[src/rtl/ci_dispatch.sv]
// ci_dispatch: initiator side of the custom-instruction (CI) bus.
// Takes one CPU request at a time, issues it to the responders, waits for
// ciDone, and returns the captured result to the CPU. The pipeline is
// stalled while an instruction is outstanding.
//
// Optional feature macro: CI_DISPATCH_TIMEOUT_EN
//   defined     -> watchdog aborts an instruction after timeoutCycles WAIT
//                  cycles without ciDone (response flagged with respTimeout)
//   not defined -> WAIT is left only on ciDone, respTimeout is tied low
//
// Handshakes: a request transfers on a rising edge where reqValid & reqReady
// are both high. reqReady depends on registered state only, and the CPU may
// hold reqValid high for as long as it wants. respValid is a one-cycle pulse
// with no back-pressure. respResult holds until the next response.
module ci_dispatch #(
    parameter logic [7:0]  idleCiN       = 8'hFF,
    parameter int unsigned timeoutCycles = 1024
) (
    input  logic        clock,
    input  logic        reset,
    input  logic        reqValid,
    input  logic [7:0]  reqCiN,
    input  logic [31:0] reqValueA,
    input  logic [31:0] reqValueB,
    output logic        reqReady,
    output logic        respValid,
    output logic [31:0] respResult,
    output logic        respTimeout,
    output logic        cpuStall,
    output logic [15:0] lastLatency,
    output logic        ciStart,
    output logic [7:0]  ciN,
    output logic [31:0] ciValueA,
    output logic [31:0] ciValueB,
    input  logic        ciDone,
    input  logic [31:0] ciResult,
    output logic [1:0]  dbgState
);

    typedef enum logic [1:0] {
        S_IDLE  = 2'd0,
        S_ISSUE = 2'd1,
        S_WAIT  = 2'd2
    } state_t;

    state_t      r_state;
    state_t      w_state_next;

    logic [7:0]  r_ci_n;
    logic [31:0] r_value_a;
    logic [31:0] r_value_b;
    logic [15:0] r_count;
    logic        r_resp_valid;
    logic        r_resp_timeout;
    logic [31:0] r_resp_result;
    logic [15:0] r_last_latency;

    logic        w_accept;
    logic        w_busy;
    logic        w_complete;
    logic        w_abort;
    logic [16:0] w_latency_sum;
    logic [15:0] w_latency;

    assign w_accept   = reqValid && (r_state == S_IDLE);
    assign w_busy     = (r_state == S_ISSUE) || (r_state == S_WAIT);
    // ciDone/ciResult are only meaningful while an instruction is outstanding.
    assign w_complete = w_busy && ciDone;

`ifdef CI_DISPATCH_TIMEOUT_EN
    localparam logic [15:0] TIMEOUT_LIMIT = 16'(timeoutCycles);
    // A ciDone in the limit cycle wins over the abort.
    assign w_abort = (r_state == S_WAIT) && !ciDone && (r_count >= TIMEOUT_LIMIT);
`else
    assign w_abort = 1'b0;
`endif

    // r_count is 0 in ISSUE and equals k in the k-th WAIT cycle, so the
    // start-to-done latency (both cycles included) is r_count + 1.
    assign w_latency_sum = {1'b0, r_count} + 17'd1;
    assign w_latency     = w_latency_sum[16] ? 16'hFFFF : w_latency_sum[15:0];

    // State register.
    always_ff @(posedge clock) begin
        if (reset) r_state <= S_IDLE;
        else       r_state <= w_state_next;
    end

    // Next-state decode.
    always_comb begin
        w_state_next = r_state;
        case (r_state)
            S_IDLE:  if (reqValid) w_state_next = S_ISSUE;
            S_ISSUE: w_state_next = ciDone ? S_IDLE : S_WAIT;
            S_WAIT:  if (ciDone || w_abort) w_state_next = S_IDLE;
            default: w_state_next = S_IDLE;
        endcase
    end

    // Latch the accepted request; held until the next handshake.
    always_ff @(posedge clock) begin
        if (reset) begin
            r_ci_n    <= 8'd0;
            r_value_a <= 32'd0;
            r_value_b <= 32'd0;
        end else if (w_accept) begin
            r_ci_n    <= reqCiN;
            r_value_a <= reqValueA;
            r_value_b <= reqValueB;
        end
    end

    // Latency/watchdog counter: cleared on acceptance, saturating count while busy.
    always_ff @(posedge clock) begin
        if (reset)                            r_count <= 16'd0;
        else if (w_accept)                    r_count <= 16'd0;
        else if (w_busy && r_count != 16'hFFFF) r_count <= r_count + 16'd1;
    end

    // Completion registers: response pulse, result and latency capture.
    always_ff @(posedge clock) begin
        if (reset) begin
            r_resp_valid   <= 1'b0;
            r_resp_timeout <= 1'b0;
            r_resp_result  <= 32'd0;
            r_last_latency <= 16'd0;
        end else begin
            r_resp_valid   <= w_complete || w_abort;
            r_resp_timeout <= w_abort;
            if (w_complete) begin
                r_resp_result  <= ciResult;
                r_last_latency <= w_latency;
            end else if (w_abort) begin
                r_resp_result  <= 32'd0;
            end
        end
    end

    // Bus and CPU-side outputs decode registered state only.
    assign reqReady    = (r_state == S_IDLE);
    assign cpuStall    = (r_state != S_IDLE);
    assign ciStart     = (r_state == S_ISSUE);
    assign ciN         = w_busy ? r_ci_n    : idleCiN;
    assign ciValueA    = w_busy ? r_value_a : 32'd0;
    assign ciValueB    = w_busy ? r_value_b : 32'd0;
    assign respValid   = r_resp_valid;
    assign respTimeout = r_resp_timeout;
    assign respResult  = r_resp_result;
    assign lastLatency = r_last_latency;
    assign dbgState    = r_state;

endmodule

[config.mk]
export PLATFORM = sky130hd
export DESIGN_NAME = ci_dispatch
export DESIGN_NICKNAME = d
export VERILOG_FILES = /design/src/rtl/ci_dispatch.sv
export SDC_FILE = /design/constraint.sdc
export NUM_CORES = 1
export LEC_CHECK = 0
export CAP_MARGIN = 20
export CORE_ASPECT_RATIO = 1.4
export CORE_MARGIN = 2
export CORE_UTILIZATION = 35
export CTS_CLUSTER_SIZE = 20
export DETAILED_ROUTE_END_ITERATION = 8
export PLACE_DENSITY = 0.74
export SLEW_MARGIN = 0
export SYNTH_ARGS = -nofsm -noshare
export SYNTH_HDL_FRONTEND = slang
export SYNTH_SLANG_ARGS = --single-unit
[constraint.sdc]
create_clock -name clock -period 2.63 [get_ports clock]
set_input_delay 0.526 -clock clock [delete_from_list [all_inputs] [get_ports clock]]
set_output_delay 0.526 -clock clock [all_outputs]
set_load 0.005 [all_outputs]
Word level (Yosys, flattened, before mapping)
Cells that the tools add are included.
Word-level totals
  flip-flop bits (word level): 139
  bits of input ports: 108
  output and inout bits: 127
  logic and storage cells: 31
Operators by class
  add/sub/neg operators: 2
  equality and inequality tests: 5
  mux-type cells: 8
  reduce and logical (&&, ||, !) cells: 8
Operator list (number)
  2-to-1 mux 32 bit: 2
  adder 16 x 1 -> 17 bit (second input constant): 1
  adder 16 x 1 -> 16 bit (second input constant): 1
  2-to-1 mux 16 bit: 1
  != test 16 bit (second input constant): 1
  2-to-1 mux 8 bit: 1
  2-to-1 mux 2 bit: 3
  case mux 2 bit (3 select lines): 1
  != test 2 bit (second input constant): 2
  logical AND 1 bit: 3
  == test 2 x 1 -> 1 bit (second input constant): 1
  == test 2 bit (second input constant): 1
  zero test 2 bit: 1
  AND reduction 2 bit: 1
  nonzero test 2 bit: 1
  OR reduction 2 bit: 1
  logical OR 1 bit: 1

Logic depth before layout (Yosys ltp)
Gate-level depths: netlist of the first run.
  word-level depth: 3
  depth in mapped cells: 7
  mapped depth without buffers: 6

Least setup slack after synthesis of the first run
Ideal clock, no wire load.
  path type: flip-flop to output port
  from: register r_state[0] (netlist: dbgState[0])
  to: output port ciValueA[0]
  arrival time: 1.488 ns
  required time: 2.104 ns
  slack: 0.616 ns
  cell stages (with the launch flop): 6
  buffers on the path: 2
  cell sequence: dfxtp_1 -> inv_1 -> ha_1 -> clkbuf_1 -> clkbuf_1 -> and2_1
On the way
  cells in the longest elaborated chain, start to end: 3
  elaborated cells on any way between the ends: 4
  classes of those cells: eq/ne (2); mux (1); reduce/logical (1)
Ends and longest elaborated chain
  start, declared: RTL line 46  | state_t r_state;
  start signal, assigned: RTL line 86  | else r_state <= w_state_next;
  == test 2 x 1 -> 1 bit / == test 2 bit (equally long branches): RTL line 66  | assign w_busy = (r_state == S_ISSUE) || (r_state == S_WAIT);
  logical OR 1 bit *: RTL line 66
  2-to-1 mux 32 bit *: RTL line 144  | assign ciValueA = w_busy ? r_value_a : 32'd0;
  end, declared: RTL line 33  | output logic [31:0] ciValueA,
Mark *: on every way between the ends. The rest lies on a longest branch, timed or not.

Worst setup path in the final report of the first run
  from: register r_state[1] (netlist: dbgState[1])
  to: output port ciValueA[18]
Same word-level chain as after synthesis.

==> results of run 1 <==
## layer usage
layer	share of wire (%)	track usage, %	vias to the layer above
met5	0	0	-
met4	1.8	7.201	0
met3	5.6	5.092	17
met2	54	35.87	168
met1	39	20.69	2638
li1	-	-	2940
## per-stage QoR
stage / power [mW] / instances
after floorplan: 2.908 / 755
after global placement: 3.562 / 1148
after detailed placement: 3.576 / 1148
after CTS: 6.010 / 1183
after global routing: 6.310 / 1188
final: 6.000 / 1188
## power groups by stage
stage	registers (mW)	logic, mW	clock network [mW]
2_1_floorplan	2.39	0.519	0
3_3_place_gp	2.39	1.17	0
3_5_place_dp	2.40	1.18	0
4_1_cts	2.35	1.26	2.40
5_1_grt	2.37	1.44	2.49
6_report	2.35	1.31	2.34
## layout by cell type (no fill, tap or decap), types with 8 or more instances in the layout
master / synthesis / routed
dlygate4sd2_1: 0 / 12
and2_1: 66 / 62
dfxtp_1: 139 / 137
buf_4: 1 / 15
dlymetal6s2s_1: 0 / 24
clkbuf_16: 0 / 18
a211oi_1: 8 / 8
mux2i_1: 9 / 9
nand2_1: 227 / 226
a21oi_1: 113 / 113
a311oi_1: 12 / 12
nand4_1: 8 / 8
xnor2_1: 8 / 8
nand2b_1: 9 / 9
clkdlybuf4s50_1: 0 / 196
nor2_1: 23 / 23
## worst max-delay path: stages, from the launching register on
cell and delay [ps]:
dfxtp_2 360, inv_2 60, ha_4 280, buf_12 140, buf_12 140, and2_4 150, clkdlybuf4s50_1 490
## area by class of cell
cell class                      count  area share (%)
Tap cell                          203           2.760
Multi-Input combinational cell    549           31.23
Clock buffer                       18           4.663
Sequential cell                   139           30.29
Timing Repair Buffer              257           29.15
Clock inverter                     14           1.591
Inverter                            8          0.3263
## synth_stat cells (all sizes together), types with 2 or more instances
| cell | n | area share (%) |
|---|---|---|
| a41oi | 2 | 0.42 |
| or3 | 8 | 0.93 |
| and2 | 66 | 7.0 |
| dfxtp | 139 | 47 |
| and3 | 3 | 0.32 |
| a211oi | 8 | 1.0 |
| nand2b | 9 | 0.95 |
| a21oi | 113 | 9.6 |
| a2111o | 2 | 0.38 |
| inv | 8 | 0.51 |
| and4b | 2 | 0.34 |
| nand4 | 8 | 0.85 |
| xor2 | 3 | 0.45 |
| o21ai | 4 | 0.34 |
| and4 | 2 | 0.30 |
| nor3 | 8 | 0.87 |
| nor4 | 4 | 0.53 |
| a31oi | 2 | 0.21 |
| nand2 | 228 | 15 |
| mux2i | 9 | 1.5 |
| or4 | 3 | 0.38 |
| nor2 | 23 | 1.5 |
| buf | 12 | 0.98 |
| xnor2 | 8 | 1.2 |
| clkbuf | 47 | 3.0 |
| ha | 5 | 1.1 |
| nand3 | 9 | 0.93 |
| a311oi | 12 | 1.8 |
## flip-flops by register name (all words and copies together) (netlist names)
register	count
lastLatency	16
r_ci_n	8
dbgState	2
respValid	1
r_value_b	32
r_value_a	32
r_count	16
respResult	32
## cells by family after synthesis
group | Yosys count | share of synthesized area [%]
simple gates | 374 | 29.53
compound gates | 149 | 14.53
flops | 139 | 47.18
buf+inv | 67 | 4.476
xor+xnor | 11 | 1.634
mux | 9 | 1.527
fa+ha+maj | 5 | 1.061
other cells | 1 | 0.06358
## worst max path at each step
stage,from,to,cells after the start
6_report,dbgState[1],ciValueA[18],6
5_1_grt,dbgState[1],ciValueA[17],6
4_1_cts,dbgState[1],ciValueA[18],5
3_5_place_dp,reqValid,r_count[6],5
3_3_place_gp,reqValid,r_count[6],5
2_1_floorplan,dbgState[0],ciValueA[0],5
## repair_timing
| item | in CTS | in global routing |
|---|---|---|
| gates resized for setup | 22 | 32 |
| cloned | 2 | 2 |
| buffers inserted | 1 | 3 |
| pin swaps | 1 | 1 |
| endpoints found under the setup margin | 65 | 48 |
==> impl_metrics.ini, run 1 <==
[final_layout]
area_growth_pct = 56.05
layout-drive-gt1-share_pct = 7.513
num_antenna_cells = 0
seq_area_um2 = 2788
stdcell_area_um2 = 9204
final_core_util_pct = 55.43
num-fill-cells = 1575
final_nets = 1085
multiInputGateArea_um2 = 2874

[synth]
yosys_most_used_dff = dfxtp_1
syn-cell-area_um2 = 5898
synth_nets = 868
ys_async_sr_fraction_pct = 0
avgSynthCellArea_um2 = 7.812
synth_seq_cells = 139
synthCells = 755
synth_edf_count = 0
seq_area_frac_synth_pct = 47.18
ys_warn_count = 0
synth.distinct_cells = 46

[grt]
grt_pass1_vias = 5459
grt_usage_pct = 19.25
antenna_found_initial = 0
grt.overflow.total = 0
grt_pass1_wl_mm = 27.40
grt_max_degree = 69

[timing]
worst_slack_ps = 57.44
period_share_pct = 97.82
final-setup-viol-count = 0
slew_headroom_pct = 49.37
hold_viol = 0
period_minus_slack_ps = 2573
slew_viol_final = 0
fin_tns_setup_ps = 0
fin_hold_ws_ps = 448.2
fmax_mhz = 388.7
grt_setup_unrepaired = true
fin_skew_ps = 7.450
worst_slew_pin_slew_ps = 756.6

[route]
ant_nets = 0
routed_wl_mm = 17.87
drtPass1Iterations = 4
post_drt_wl_per_cell_um = 15.04
drt_first_iter_violations = 215
viasPerCell = 4.851
via_count = 5763
drc = 0

[power_and_ir_drop]
swShare_pct = 26.97
p_leak_nw = 3.796
p_sw_mw = 1.618
internal_power_mw = 4.382
seq_power_share_pct = 39.2
p_per_area_nw_per_um2 = 651.9
combPwrFrac_pct = 21.8
clockPowerShare_pct = 38.9
ir_drop_v = 0.0003809

[placement]
dpl.hpwl_mm = 12.01
port-buffer-count = 233
dp_slack_ps = 309.1
placed_area_um2 = 8401
gp_congestion = 0.8399

[critical_path]
rr_endpoint = lastLatency[14]
crit_type = reg2out
reg2reg_from = r_count[0]
cp_max_fo = 12
arrival_ps = 2050
reg2regPathDepth = 5
worst_setup_path_end_kind = primary output
required_ps = 2100
cp-start-kind = flop
r2r_slack_ps = 600

[die]
initial_core_util_pct = 35.52
fp-row-count = 56
core_um2 = 16610
io_pins = 235
die_h_um = 157.6
dieWidth_um = 113.7
die_area_um2 = 17920

[hold_path]
min_path_cells = 2
hold_path_end = r_value_a[4]
hold_start = r_value_a[4]
hold_class = reg2reg

[cts]
clk_pin_slew_ps = 60
clkSinkCount = 139
cts_root_buf = clkbuf_16
numCtsBuffers = 17
clk_path_buf_depth = 2
cts_hold_buf = 0
htreeDepth = 4
cts_tree = done
worstSkewPairLatency_ps = 420

[run]
maxCapViolCount = 0

[status]
outcome = complete, no violations
No activity file was read; power rests on OpenSTA's default activity.
==> inputs of run 2 (changes only) <==
- clock period: 2.63 -> 3.1 ns (I/O delays scaled with it)
==> run 2 against run 1 <==
Effect of this change:
- total power down 18%
- wire length down 5.7%
- global-route usage shrank 1.1 points
==> impl_metrics.ini, run 2 (same netlist as run 1, synthesis figures left out) <==
[cts]
cts_hold_buf = 0
clk_pin_slew_ps = 50
cts-resized-gates = 0
worstSkewPairLatency_ps = 410
postCtsSetupBuffers = 0
clk_path_buf_depth = 2
cts_tree = done
clkSinkCount = 139
numCtsBuffers = 17
htreeDepth = 4
cts_root_buf = clkbuf_16

[critical_path]
rr_endpoint = respResult[14]
arrival_ps = 2190
cp_max_fo = 69
startpoint = dbgState[1]
reg2reg_from = dbgState[1]
crit_type = reg2out
cp-start-kind = flop
worst_setup_path_end_kind = primary output
reg2regPathDepth = 7
required_ps = 2480
r2r_slack_ps = 920

[route]
viasPerCell = 4.839
drtPass1Iterations = 4
drc = 0
routed_wl_mm = 16.85
drt_first_iter_violations = 222
via_count = 5705
ant_nets = 0
post_drt_wl_per_cell_um = 14.29

[final_layout]
num_antenna_cells = 0
area_growth_pct = 51.89
finalNonFillerCells = 1179
layout-drive-gt1-share_pct = 5.533
final_nets = 1076
final_common_cell = clkdlybuf4s50_1
layout_common_cells = clkdlybuf4s50_1, nand2_1, dfxtp_1

[timing]
fin_skew_ps = 7.224
fmax_mhz = 355.6
final-setup-viol-count = 0
hold_viol = 0
grt_setup_unrepaired = false
slew_viol_final = 0
worst_slew_pin_slew_ps = 718.7
slew_headroom_pct = 51.91
worst_slack_ps = 287.9
period_minus_slack_ps = 2812
period_share_pct = 90.71
fin_tns_setup_ps = 0

[power_and_ir_drop]
finalPower_mw = 4.921
ir_drop_v = 0.0003717
p_per_area_nw_per_um2 = 549.3
p_leak_nw = 3.214

[placement]
dp_slack_ps = 677.9
gp_congestion = 0.8619
place_inst = 1147
dpl.hpwl_mm = 11.66
port-buffer-count = 233

[grt]
grt_max_degree = 78
antenna_found_initial = 0
grt_usage_pct = 18.18
grt_pass1_vias = 5410
grt.overflow.total = 0
grt_pass1_wl_mm = 26.27

[die]
core_um2 = 16610
initial_core_util_pct = 35.52
die_area_um2 = 17920
io_pins = 235
fp-row-count = 56
die_h_um = 157.6
dieWidth_um = 113.7

[hold_path]
hold_start = r_ci_n[3]
min_path_cells = 2
hold_class = reg2reg
hold_path_end = r_ci_n[3]

[run]
maxCapViolCount = 0

[status]
outcome = complete, no violations
run 2: changes by cell type in the layout (fill, tap and decap cells not counted), moves of 3 or more:
cell	previous run	this run
buf_12	5	2
clkbuf_1	1	6
clkdlybuf4s50_1	196	232
dlygate4sd2_1	12	0
dlymetal6s2s_1	24	0
inv_6	3	0
run 2: report_power, final:
| part | leakage (nW) | internal, mW | total (mW) | switching, mW |
|---|---|---|---|---|
| Clock | 0.271 | 1.22 | 1.95 | 0.724 |
| Combinational | 1.81 | 0.515 | 0.976 | 0.461 |
| Sequential | 1.14 | 1.93 | 2.00 | 0.0696 |
run 2: per-layer routing:
metal | vias to the layer above | routed length [um] | GRT usage [%]
met5 | - | 0 | 0
met4 | 0 | 427 | 7.666
met3 | 26 | 965 | 4.900
met2 | 157 | 8713 | 32.68
met1 | 2604 | 6738 | 20.15
li1 | 2918 | - | -
run 2: layout make-up:
type                            count  area (um2)
Clock buffer                       25       475.5
Sequential cell                   139        2783
Multi-Input combinational cell    549        2859
Fill cell                        1587        7647
Timing Repair Buffer              248        2467
Inverter                            8       30.03
Tap cell                          203       254.0
Clock inverter                      7       90.09
run 2: stage by stage:
step / utilization (%) / area (um2) / hold WS, ps
5_1_grt: 53.95 / 8959 / 464.3
3_3_place_gp: 50.54 / 8393 / 436.4
4_1_cts: 53.95 / 8959 / 449.3
3_5_place_dp: 50.54 / 8393 / 441.4
6_report: 53.95 / 8959 / 447.5
2_1_floorplan: - / 5898 / 431.2
run 2: worst max path at each step:
stage | slack [ps] | to | cells after the start
global route | 160 | ciValueA[28] | 5
finish | 290 | ciValueA[7] | 5
global placement | 710 | ciValueA[7] | 5
detailed placement | 680 | ciValueA[7] | 5
floorplan | 990 | ciValueA[0] | 5
CTS | 240 | ciValueA[7] | 5
run 2: critical path, cell delays in order, from the launching register on:
cell and delay [ps]:
dfxtp_1 370, inv_1 100, ha_2 360, buf_12 240, and2_1 190, clkdlybuf4s50_1 510
==> RTL change 1 (settings of run 2) <==
Build with the macro `CI_DISPATCH_TIMEOUT_EN` defined.
--- a/src/rtl/ci_dispatch.sv
+++ b/src/rtl/ci_dispatch.sv
@@ -12,6 +12,8 @@
 // are both high. reqReady depends on registered state only, and the CPU may
 // hold reqValid high for as long as it wants. respValid is a one-cycle pulse
 // with no back-pressure. respResult holds until the next response.
+`define CI_DISPATCH_TIMEOUT_EN
+
 module ci_dispatch #(
     parameter logic [7:0]  idleCiN       = 8'hFF,
     parameter int unsigned timeoutCycles = 1024
Formal check against the unedited RTL: same outputs for any inputs over 4 cycles, from zero or initial values and one cycle with reset high; that may be too few to reach the edited logic, so the function may still have changed.
==> RTL change 1 against run 2 <==
Worst setup slack lost 96 ps; register-to-register slack lost 220 ps; clock skew increased by 0.96 ps; die area rose by 0.72%; sequential cell count up 1; final area rose by 1.1%; total power shrank 2.1%; cell count shrank 0.85%; core utilization rose by 0.35 points; routed wire length grew 0.12%; synthesized area is 0.74% higher; largest power group is now clock.
==> RTL change 1: results (changes against run 2) <==
{| class="wikitable"
! Metric !! Value
|-
| Filler-free cell count of the finished design || 1169 (was 1179)
|-
| Critical path peak fanout || 59 (was 69)
|-
| Max Clock Skew || 8.18 ps (was 7.22 ps)
|-
| Number of inserted filler cells in the final layout || 1582 (was 1587)
|-
| Fraction of the mapped netlist area in compound gates || 0.152 (was 0.145)
|-
| Commonest cells in the netlist || sky130_fd_sc_hd__nand2_1 (190), sky130_fd_sc_hd__dfxtp_1 (140), sky130_fd_sc_hd__a21oi_1 (113) (was sky130_fd_sc_hd__nand2_1 (227), sky130_fd_sc_hd__dfxtp_1 (139), sky130_fd_sc_hd__a21oi_1 (113))
|-
| Pin slew with the least headroom to its limit || 804 ps (was 719 ps)
|-
| Arrival time of data at the critical path endpoint || 2290 ps (was 2190 ps)
|-
| Fraction of the yosys area taken by sequential cells || 0.472 (about the same)
|-
| Outcome || completed (unchanged)
|-
| Post-synthesis xor/xnor area fraction || 0.0177 (was 0.0163)
|-
| Number of cells after detailed placement || 1139 (was 1147)
|-
| Post-detailed-placement cell area || 0.00842 mm2 (was 0.00839 mm2)
|-
| Number of global-route vias before repair || 5413 (was 5410)
|-
| Largest net degree at the start of global routing || 74 (was 78)
|-
| Final RePlAce weighted congestion || 0.812 (was 0.862)
|-
| Leakage power of the design || 0.00336 uW (was 0.00321 uW)
|-
| Total of buffers placed on input and output ports || 234 (was 233)
|-
| Total number of yosys warnings || 0 (unchanged)
|-
| Syn nets || 867 (was 868)
|-
| Count of unique library cells instantiated by Yosys || 44 (was 46)
|-
| Average footprint of a synthesized cell || 7.88 um2 (was 7.81 um2)
|-
| Wire length of the first global-routing pass || 26600 um (was 26300 um)
|-
| HPWL Detailed || 11300 um (was 11700 um)
|-
| Max rail drop VDD || 0.291 mV (was 0.372 mV)
|-
| Leading cell types by total area after synthesis || sky130_fd_sc_hd__dfxtp_1 (47%), sky130_fd_sc_hd__nand2_1 (12%), sky130_fd_sc_hd__a21oi_1 (9.5%) (was sky130_fd_sc_hd__dfxtp_1 (47%), sky130_fd_sc_hd__nand2_1 (14%), sky130_fd_sc_hd__a21oi_1 (9.6%))
|-
| Mux cell area share after synthesis || 0.00337 (was 0.0153)
|-
| GR Util All Layers || 0.185 (was 0.182)
|-
| Internal power summed over all cells || 3680 uW (was 3670 uW)
|-
| Wire per inst || 14.4 um (was 14.3 um)
|-
| Ratio of cells with drive above 1 in the final layout || 0.0569 (was 0.0553)
|-
| Bufs on Longest Clock Path || 2 (unchanged)
|-
| Drt initial violations || 308 (was 222)
|-
| Post-Synth Adder-Cell Area || 0.0105 (was 0.0106)
|-
| Pre-CTS worst setup slack || 489 ps (was 678 ps)
|-
| Routed via count || 5741 (was 5705)
|-
| Max incr delay on CP || 510 ps (about the same)
|-
| H-tree Lvls || 4 (unchanged)
|}
==> RTL change 1: cell types whose count changed in the layout (fill, tap and decap cells not counted), sizes merged, moves of 5 or more <==
cell and change:
clkbuf -5, nor2 +6, a311oi -8, a41o +6, or3 -8, nand3 +30
mux2i -7, nand2 -38
==> RTL change 1: worst paths after layout <==
path,slack (ps),startpoint,cells past startpoint,endpoint
setup / recovery,190,dbgState[0],5,ciValueB[15]
hold / removal,450,r_value_b[21],2,r_value_b[21]
setup reg to reg,700,r_count[0],5,r_count[13]
hold reg to reg,450,r_value_b[21],2,r_value_b[21]
==> RTL change 1: power groups by stage <==
stage | clock (uW) | sequential [uW] | combinational [uW]
floorplan | 0 | 1990 | 305
global placement | 0 | 1990 | 708
detailed placement | 0 | 2000 | 715
CTS | 2200 | 1960 | 719
global route | 2270 | 1970 | 790
finish | 2150 | 1960 | 713
==> RTL change 1: cell type report <==
| cell class | instances | area [um2] | share of cell area |
|---|---|---|---|
| Timing Repair Buffer | 247 | 2470 | 0.273 |
| Clock buffer | 20 | 457 | 0.0504 |
| Multi-Input combinational cell | 542 | 2880 | 0.318 |
| Inverter | 7 | 26.3 | 0.00290 |
| Clock inverter | 10 | 164 | 0.0181 |
| Tap cell | 203 | 254 | 0.0281 |
| Sequential cell | 140 | 2800 | 0.310 |
==> RTL change 1: layer usage <==
layer | GRT usage | vias up | part of all wire
li1 | - | 2923 | -
met1 | 0.214 | 2614 | 0.41
met2 | 0.317 | 176 | 0.51
met3 | 0.0517 | 28 | 0.056
met4 | 0.0778 | 0 | 0.025
met5 | 0 | - | 0
==> RTL change 1: what timing repair did <==
| action | CTS | global route |
|---|---|---|
| gates resized for setup | 0 | 1 |
| endpoints found under the setup margin | 0 | 55 |
| hold buffers | 0 | 0 |
| buffers inserted | 0 | 0 |
==> RTL change 2 (config.mk and constraints of run 2) <==
Without the edit above. Make the reset (`reset`) asynchronous in 4 clocked blocks.
--- a/src/rtl/ci_dispatch.sv
+++ b/src/rtl/ci_dispatch.sv
@@ -81,7 +81,7 @@
     assign w_latency     = w_latency_sum[16] ? 16'hFFFF : w_latency_sum[15:0];
 
     // State register.
-    always_ff @(posedge clock) begin
+    always_ff @(posedge clock or posedge reset) begin
         if (reset) r_state <= S_IDLE;
         else       r_state <= w_state_next;
     end
@@ -98,7 +98,7 @@
     end
 
     // Latch the accepted request; held until the next handshake.
-    always_ff @(posedge clock) begin
+    always_ff @(posedge clock or posedge reset) begin
         if (reset) begin
             r_ci_n    <= 8'd0;
             r_value_a <= 32'd0;
@@ -111,14 +111,14 @@
     end
 
     // Latency/watchdog counter: cleared on acceptance, saturating count while busy.
-    always_ff @(posedge clock) begin
+    always_ff @(posedge clock or posedge reset) begin
         if (reset)                            r_count <= 16'd0;
         else if (w_accept)                    r_count <= 16'd0;
         else if (w_busy && r_count != 16'hFFFF) r_count <= r_count + 16'd1;
     end
 
     // Completion registers: response pulse, result and latency capture.
-    always_ff @(posedge clock) begin
+    always_ff @(posedge clock or posedge reset) begin
         if (reset) begin
             r_resp_valid   <= 1'b0;
             r_resp_timeout <= 1'b0;
Check against the original RTL: differs if reset is asserted again (counterexample within 4 cycles, from zero or initial values and one cycle with reset high); with reset held inactive, the same outputs for 4 cycles.
==> RTL change 2 against run 2 <==
Worst setup slack worse by 130 ps; final area up 5.7%; count of clock-buffer cells in the layout down 7; sequential share of layout area rose by 5.7 points; synthesized area up 7.0%; fmax is 4.4% lower; routed wire length shrank 0.42%; die area rose by 6.8%; register-to-register slack worse by 250 ps; clock skew increased by 0.61 ps; worst hold slack better by 15 ps; sequential cell count did not move; highest routed layer unchanged.
Power is not compared: it rests on default switching activity, and its combinational part moved more than twofold at a synthesized area within 25%.
==> RTL change 2: results (changes against run 2) <==
{| class="wikitable"
! Metric !! Value
|-
| Post-detailed-placement cell area || 0.00886 mm2 (was 0.00839 mm2)
|-
| Global Route met3 Usage || 0.0497 (was 0.0490)
|-
| Destination of the worst hold path || r_ci_n[0] (was r_ci_n[3])
|-
| End of the worst register-to-register path || lastLatency[14] (was respResult[14])
|-
| M2 GR Usage || 0.318 (was 0.327)
|-
| Wire length of the first global-routing pass || 27600 um (was 26300 um)
|-
| Fraction of the yosys area taken by sequential cells || 0.551 (was 0.472)
|-
| Leading cell types by total area after synthesis || sky130_fd_sc_hd__dfrtp_1 (55%), sky130_fd_sc_hd__nand2_1 (20%), sky130_fd_sc_hd__and2_1 (6.4%) (was sky130_fd_sc_hd__dfxtp_1 (47%), sky130_fd_sc_hd__nand2_1 (14%), sky130_fd_sc_hd__a21oi_1 (9.6%))
|-
| Number of nets at the end of the flow || 1061 (was 1076)
|-
| Number of global-route vias before repair || 5509 (was 5410)
|-
| Pin slew with the least headroom to its limit || 760 ps (was 719 ps)
|-
| Amount of wire on met3 after detailed routing || 1050 um (was 965 um)
|-
| Min setup slack post-route || 158 ps (was 288 ps)
|-
| Post-route met1 wirelength || 6730 um (was 6740 um)
|-
| Max Clock Skew || 7.83 ps (was 7.22 ps)
|-
| Achievable clock frequency || 0.340 GHz (was 0.356 GHz)
|-
| Global-route met1 utilization || 0.203 (was 0.202)
|-
| Ratio of cells with drive above 1 in the final layout || 0.0542 (was 0.0553)
|-
| Capturing element of the worst setup path || ciValueB[21] (was ciValueA[7])
|-
| Pre-CTS worst setup slack || 581 ps (was 678 ps)
|-
| Outcome || completed (unchanged)
|-
| Critical path peak fanout || 46 (was 69)
|-
| Commonest register cell after synthesis || sky130_fd_sc_hd__dfrtp_1 (was sky130_fd_sc_hd__dfxtp_1)
|-
| GR Util All Layers || 0.179 (was 0.182)
|-
| Met2 routed WL || 8560 um (was 8710 um)
|}
[RTL change 2: cell types whose count changed after synthesis, sizes merged, moves of 10 or more]
cell / delta
dfrtp: +139
dfxtp: -139
nand2: +101
a21oi: -95
clkbuf: -13
a311oi: -10
[RTL change 2: cell families after synthesis]
| kind of cell | after synthesis | share of synthesized area |
|---|---|---|
| mux | 6 | 0.00952 |
| buf+inv | 57 | 0.0361 |
| fa+ha+maj | 5 | 0.00991 |
| compound gates | 50 | 0.0547 |
| xor+xnor | 13 | 0.0180 |
| simple gates | 462 | 0.320 |
| other cells | 1 | 0.000594 |
| flops | 139 | 0.551 |
[RTL change 2: area by class of cell]
| cell class | count | area (um2) | share of cell area |
|---|---|---|---|
| repair buffers | 243 | 2430 | 0.257 |
| clock buffers | 18 | 439 | 0.0464 |
| well taps | 240 | 300 | 0.0317 |
| multi-input cells | 537 | 2610 | 0.276 |
| inverters | 10 | 41.3 | 0.00436 |
| flip-flops and latches | 139 | 3480 | 0.367 |
| clock inverters | 13 | 166 | 0.0176 |
